$ cat config.mk
export PLATFORM = sky130hd
export DESIGN_NAME = bus_timer
export DESIGN_NICKNAME = d
export VERILOG_FILES = /design/src/rtl/bus_timer.sv
export SDC_FILE = /design/constraint.sdc
export NUM_CORES = 1
export LEC_CHECK = 0
export CAP_MARGIN = 10
export CORE_ASPECT_RATIO = 0.7
export CORE_MARGIN = 2
export CORE_UTILIZATION = 58
export DETAILED_ROUTE_END_ITERATION = 10
export GPL_ROUTABILITY_DRIVEN = 0
export PLACE_DENSITY = 0.84
export SETUP_SLACK_MARGIN = 0.2
export SLEW_MARGIN = 20
export SYNTH_ARGS = -nofsm -noshare
export SYNTH_HDL_FRONTEND = slang
export SYNTH_SLANG_ARGS = --single-unit
$ cat constraint.sdc
create_clock -name clk -period 5.7 [get_ports clk]
set_input_delay 0.57 -clock clk [delete_from_list [all_inputs] [get_ports clk]]
set_output_delay 0.57 -clock clk [all_outputs]
set_load 0.01 [all_outputs]
$ cat src/rtl/bus_timer.sv
// Memory-mapped 16-bit down-counting interval timer with prescaler and interrupt.
// Latency: register writes take effect one cycle after the strobe; reads are combinational; int_b lags EXP/IE by one cycle.
// Backpressure: none; every strobed access completes in a single cycle.
module bus_timer #(
  parameter int PRESCALE = 32,
  parameter int PRE_W    = 16
) (
  input  logic        clk,
  input  logic        reset,
  input  logic [15:0] din,
  output logic [15:0] dout,
  input  logic [1:0]  a,
  input  logic        rnw,
  input  logic        cs_b,
  output logic        int_b
);

  localparam logic [PRE_W-1:0] PRE_MAX = PRE_W'(PRESCALE - 1);

  logic [15:0]      r_count;
  logic [15:0]      r_reload;
  logic             r_en;
  logic             r_ie;
  logic             r_auto;
  logic             r_exp;
  logic [PRE_W-1:0] r_pre;
  logic             r_int_b;

  logic w_wr;
  logic w_wr_count;
  logic w_wr_reload;
  logic w_wr_ctrl;
  logic w_wr_status;
  logic w_tick;
  logic w_tick_live;
  logic w_expire;

  assign w_wr        = !cs_b && !rnw;
  assign w_wr_count  = w_wr && (a == 2'd0);
  assign w_wr_reload = w_wr && (a == 2'd1);
  assign w_wr_ctrl   = w_wr && (a == 2'd2);
  assign w_wr_status = w_wr && (a == 2'd3);

  assign w_tick      = r_en && (r_pre == PRE_MAX);
  // A COUNT write in the same cycle swallows the tick entirely.
  assign w_tick_live = w_tick && !w_wr_count;
  assign w_expire    = w_tick_live && (r_count == 16'd0);

  assign int_b = r_int_b;

  // Read mux: selected by address alone; the system top gates it with chip select.
  always_comb begin
    dout = 16'h0000;
    case (a)
      2'd0: dout = r_count;
      2'd1: dout = r_reload;
      2'd2: dout = {13'd0, r_auto, r_ie, r_en};
      2'd3: dout = {15'd0, r_exp};
      default: dout = 16'h0000;
    endcase
  end

  // Timer state: prescaler, counter, expiry, register writes and the registered interrupt.
  always_ff @(posedge clk) begin
    if (reset) begin
      r_count  <= 16'h0000;
      r_reload <= 16'h0000;
      r_en     <= 1'b0;
      r_ie     <= 1'b0;
      r_auto   <= 1'b0;
      r_exp    <= 1'b0;
      r_pre    <= '0;
      r_int_b  <= 1'b1;
    end else begin
      // Prescaler holds at zero while disabled and wraps on tick.
      if (!r_en || w_tick) begin
        r_pre <= '0;
      end else begin
        r_pre <= r_pre + PRE_W'(1);
      end

      if (w_tick_live) begin
        if (r_count != 16'd0) begin
          r_count <= r_count - 16'd1;
        end else if (r_auto) begin
          r_count <= r_reload;
        end else begin
          // One-shot: stop; a CTRL write below in the same cycle overrides this.
          r_en <= 1'b0;
        end
      end

      if (w_wr_count) begin
        r_count <= din;
        r_pre   <= '0;
      end

      if (w_wr_reload) begin
        r_reload <= din;
      end

      if (w_wr_ctrl) begin
        r_en   <= din[0];
        r_ie   <= din[1];
        r_auto <= din[2];
        // Restart the prescaler on enable; a re-write of EN=1 leaves it running.
        if (!r_en || !din[0]) begin
          r_pre <= '0;
        end
      end

      // Expiry wins over a same-cycle write-1-to-clear.
      if (w_expire) begin
        r_exp <= 1'b1;
      end else if (w_wr_status && din[0]) begin
        r_exp <= 1'b0;
      end

      r_int_b <= !(r_exp && r_ie);
    end
  end

endmodule

# After elaboration in Yosys (flattened, before gate mapping)
# Cells that the tools add are included.
totals:
  regBits: 53
  latch_bits: 0
  mem_bits_rw: 0
  mem_bits_ro: 0
  output_inout_bits: 17
  word_cells: 58
  mem_count: 0
classes:
  n_addsub: 2
  n_mul: 0
  n_div: 0
  n_lt_le_gt_ge: 0
  eq_ne: 6
  shift: 0
  n_mux: 15
  bitwise_logic: 0
  n_reduce_logical: 27
op_table:
  columns: ["cell", "n"]
  rows:
  - ["16-bit 2-to-1 mux", 8]
  - ["16-bit case mux with 4 select lines", 1]
  - ["16-bit by 1-bit adder with 16-bit output (second input constant)", 1]
  - ["16-bit by 5-bit == test with 1-bit output (second input constant)", 1]
  - ["16-bit zero test", 1]
  - ["16-bit nonzero test", 1]
  - ["16-bit by 1-bit subtractor with 16-bit output (second input constant)", 1]
  - ["1-bit logical AND", 10]
  - ["1-bit zero test", 6]
  - ["1-bit 2-to-1 mux", 6]
  - ["2-bit nonzero test", 3]
  - ["2-bit == test (second input constant)", 2]
  - ["3-bit AND reduction", 1]
  - ["3-bit nonzero test", 1]
  - ["2-bit by 1-bit == test with 1-bit output (second input constant)", 1]
  - ["2-bit zero test", 1]
  - ["1-bit logical OR", 2]
  - ["2-bit by 1-bit != test with 1-bit output (second input constant)", 1]
  - ["2-bit != test (second input constant)", 1]
  - ["2-bit AND reduction", 1]

# Longest topological paths before layout
depth:
  ltp_word: 7
  depth_mapped: 8

# Least setup slack after synthesis
# No wires, ideal clock.
synth_timing:
  path_kind: "register to register"
  start: "register r_count[4]"
  end: "register r_count[9]"
  setup_ns: 0.119
  arrival_ns: 2.325
  setup_slack_ns: 3.256
  stages_incl_launch_ff: 9
  path_buffers: 3
  path_cell_list: "dfxtp_1 -> buf_6 -> or4_4 -> buf_6 -> or3_1 -> buf_4 -> o41ai_4 -> nand2_2 -> o221a_1"
synth_via:
  elab_chain_cells: 4
  elab_cells_between_ends: 7
synth_lines:
  columns: ["element", "line_no", "source"]
  rows:
  - ["start: declaration", "20", "logic [15:0] r_count;"]
  - ["start signal: assignment", "84", "r_count <= r_count - 16'd1;"]
  - ["start signal: assignment", "86", "r_count <= r_reload;"]
  - ["start signal: assignment", "94", "r_count <= din;"]
  - ["16-bit by 1-bit subtractor with 16-bit output or 16-bit nonzero test (tied branches)", "84, 83", null]
  - ["16-bit 2-to-1 mux", "83", "if (r_count != 16'd0) begin"]
  - ["16-bit 2-to-1 mux", "82", "if (w_tick_live) begin"]
  - ["16-bit 2-to-1 mux", "93", "if (w_wr_count) begin"]
# Several ways; a longest one is shown, not always the timed one. The select of a mux whose other input is x is not followed.
# A chain may end at the register's enable or synchronous reset.

# Final worst setup path
layout_timing:
  start: "input a[1]"
  end: "output dout[0]"
layout_via:
  elab_chain_cells: 2
  elab_cells_between_ends: 5
layout_lines:
  columns: ["element", "line_no", "source"]
  rows:
  - ["start: declaration", "12", "input logic [1:0] a,"]
  - ["2-bit == test (tied with other cells)", "54", "case (a)"]
  - ["16-bit case mux with 4 select lines *", "54", null]
  - ["end: declaration", "11", "output logic [15:0] dout,"]
# Every way passes the cells marked *; elsewhere a longest branch is shown, timed or not.

==> flow_metrics.env <==
export IMPL_crit_required_ns=5.13
export IMPL_netlist_area_leader_share_pct=33.91
export IMPL_numPortBuffers=38
export IMPL_hp_start="r_exp"
export IMPL_dpl_instance_area_um2=3500
export IMPL_drive_gt1_share_pct=6.205
export IMPL_synth_largest_area_cell="dfxtp_1"
export IMPL_fmax_mhz=302.2
export IMPL_ctsHoldBuffers=0
export IMPL_post_cts_buffers=0
export IMPL_htreeDepth=2
export IMPL_die_y_um=65.46
export IMPL_setup_ws_ns=2.391
export IMPL_dp_slack_ns=2.284
export IMPL_post_cts_resized=0
export IMPL_dr_total_vias=3134
export IMPL_diodes=0
export IMPL_hold_viol=0
export IMPL_cts_num_sinks=53
export IMPL_synth_top_cells_by_area="dfxtp_1 (34%), nand2_1 (6.2%), mux2i_1 (6.1%), nor2_1 (5.9%), a21oi_1 (5.0%)"
export IMPL_die_w_um=91.79
export IMPL_p_leak_nw=1.244
export IMPL_std_cell_rows=22
export IMPL_wire_per_inst_um=17.76
export IMPL_ir_worst_vdd_mv=0.1853
export IMPL_run_status="completed"
export IMPL_grt_antenna_before_repair=0
export IMPL_syn_cell_area_um2=3129
export IMPL_grtUsageTotal_pct=30.43
export IMPL_arrival_ns=2.74
export IMPL_cap_violations=0
export IMPL_dp_hpwl_um=6217
export IMPL_synth_edff_count=0
export IMPL_core_um2=5230
export IMPL_intPower_mw=0.5709
export IMPL_fin_skew_ns=0.009236
export IMPL_r2r_start="r_count[0]"
export IMPL_cts_tree="done"
export IMPL_numCtsBuffers=5
export IMPL_final_period_utilization_pct=58.05
export IMPL_period_minus_slack_ns=3.309
export IMPL_grt_overflow=0
export IMPL_grt_pass1_wl_um=14460
export IMPL_ant_nets=0
export IMPL_synthCells=399
export IMPL_finalMaxSlewViolations=0
export IMPL_worst_hold_path_type="register to register"
export IMPL_via_per_inst=6.383
export IMPL_p_clk_share_pct=32.0
export IMPL_end_kind="output port"
export IMPL_initial_core_util_pct=59.83
export IMPL_powerDensity_nw_per_um2=222.3
export IMPL_ys_warn_count=0
export IMPL_register_area_um2=1061
export IMPL_worst_path_max_fanout=24
export IMPL_critPathLaunch="a[1]"
export IMPL_yosysSeqAreaShare_pct=33.91
export IMPL_finalWirelength_um=8722
export IMPL_postLayoutCellArea_um2=3605
export IMPL_grt_pass1_vias=2844
export IMPL_setup_violations=0
export IMPL_dp_cells=484
export IMPL_worstSetupPathType="input pin to output port"
export IMPL_io_pins=39
export IMPL_die_area_um2=6008
export IMPL_holdWs_ns=0.4140
export IMPL_synth_common_cells="dfxtp_1 (53), nand2_1 (52), nor2_1 (49)"
export IMPL_seq_power_share_pct=48.3
export IMPL_synth_avg_cell_area_um2=7.843
export IMPL_first_pass_iters=5
export IMPL_fin_cells=491
export IMPL_syn_nets=424
export IMPL_drc=0
export IMPL_async_flop_share_pct=0
export IMPL_path_clk_slew_ns=0.09
export IMPL_ys_seq_elements=53
export IMPL_finish_utilization_pct=68.92
export IMPL_areaGrowthSynthToFinish_pct=15.19
export IMPL_root_buffer="clkbuf_8"
export IMPL_clock_latency_ns=0.32
export IMPL_p_sw_mw=0.2304
export IMPL_nFillCells=435
export IMPL_fin_setup_tns_ns=0
export IMPL_combPwrFrac_pct=19.8
export IMPL_swShare_pct=28.75
export IMPL_critPathLaunchType="input pin"
export IMPL_grt_max_degree=37
export IMPL_worst_pin_slew_ns=0.9871
export IMPL_relSlewSlack_pct=33.70
export IMPL_synth_most_common_cell="dfxtp_1"
export IMPL_synthDistinctLibCells=57
export IMPL_cts_buffer_depth=2
export IMPL_nNetsFinal=444
export IMPL_rsz0062_at_grt="false"
export IMPL_synthFlopType="dfxtp_1"
export IMPL_drtIter0Drc=385
export IMPL_power_total_mw=0.8013
export IMPL_multi_input_area_um2=1918
==> path summary, 6_finish.rpt <==
check / to / slack, ns / cells past startpoint
setup / recovery: dout[0] / 2.39 / 3
hold / removal: int_b / 0.41 / 1
setup reg to reg: r_count[0] / 2.81 / 7
hold reg to reg: int_b / 0.41 / 1
==> power by group through the flow <==
stage / clock, mW / combinational (mW) / sequential, mW
finish: 0.256 / 0.158 / 0.387
global route: 0.272 / 0.171 / 0.388
CTS: 0.256 / 0.153 / 0.386
detailed placement: 0 / 0.152 / 0.395
global placement: 0 / 0.149 / 0.394
floorplan: 0 / 0.113 / 0.390
==> final cells by class <==
class                   instances  share of cell area, %
inverters                      11                  1.145
clock buffers                   5                  1.909
clock inverters                 2                 0.9719
well taps                      72                  2.499
repair buffers                 40                  10.83
multi-input cells             308                  53.21
flip-flops and latches         53                  29.43
==> logic make-up after synthesis <==
| family | share of synthesized area, % |
|---|---|
| compound gates | 16.83 |
| xor+xnor | 4.758 |
| fa+ha+maj | 1.200 |
| buf+inv | 5.198 |
| flops | 33.91 |
| mux | 7.157 |
| simple gates | 30.95 |
==> critical path: stages <==
cell,delay [ns]
clkdlybuf4s50_1,1.08
mux4_2,0.59
clkdlybuf4s50_1,0.49
==> routing by layer <==
layer,track usage (%),share of wire [%]
met1,45.52,46
met2,44.39,43
met3,6.651,11
met4,7.649,1.1
met5,0,0
==> layout by cell type, fill, tap and decap left out, types with 2 or more instances in the layout <==
cell type and instances:
xor2_1 8, o211ai_1 3, nand3b_1 3, a31oi_1 4, o221a_1 2, buf_4 2
mux2i_1 19, clkdlybuf4s50_1 37, nor3_1 14, or3_1 5, a21oi_1 31, o41ai_1 3
a311oi_1 5, nor4_1 11, or4b_2 2, and3_1 3, o21ai_0 14, o31ai_1 2
clkbuf_8 5, nand3_1 11, and4_1 4, inv_1 11, nand2b_1 2, nor4_2 3
o22ai_1 2, nor2_1 49, nand4_1 7, nand2_1 52, or2_2 2, nor4b_1 2
or4_1 4, a211oi_1 4, and2_1 6, ha_1 3, dfxtp_1 53, xnor2_1 9
==> sequential cells by signal (all words and copies together) (netlist names) <==
signal and flops:
r_count 16, r_pre 16, r_reload 16, int_b 1
r_auto 1, r_en 1, r_exp 1, r_ie 1
(Power assumes the default switching activity.)
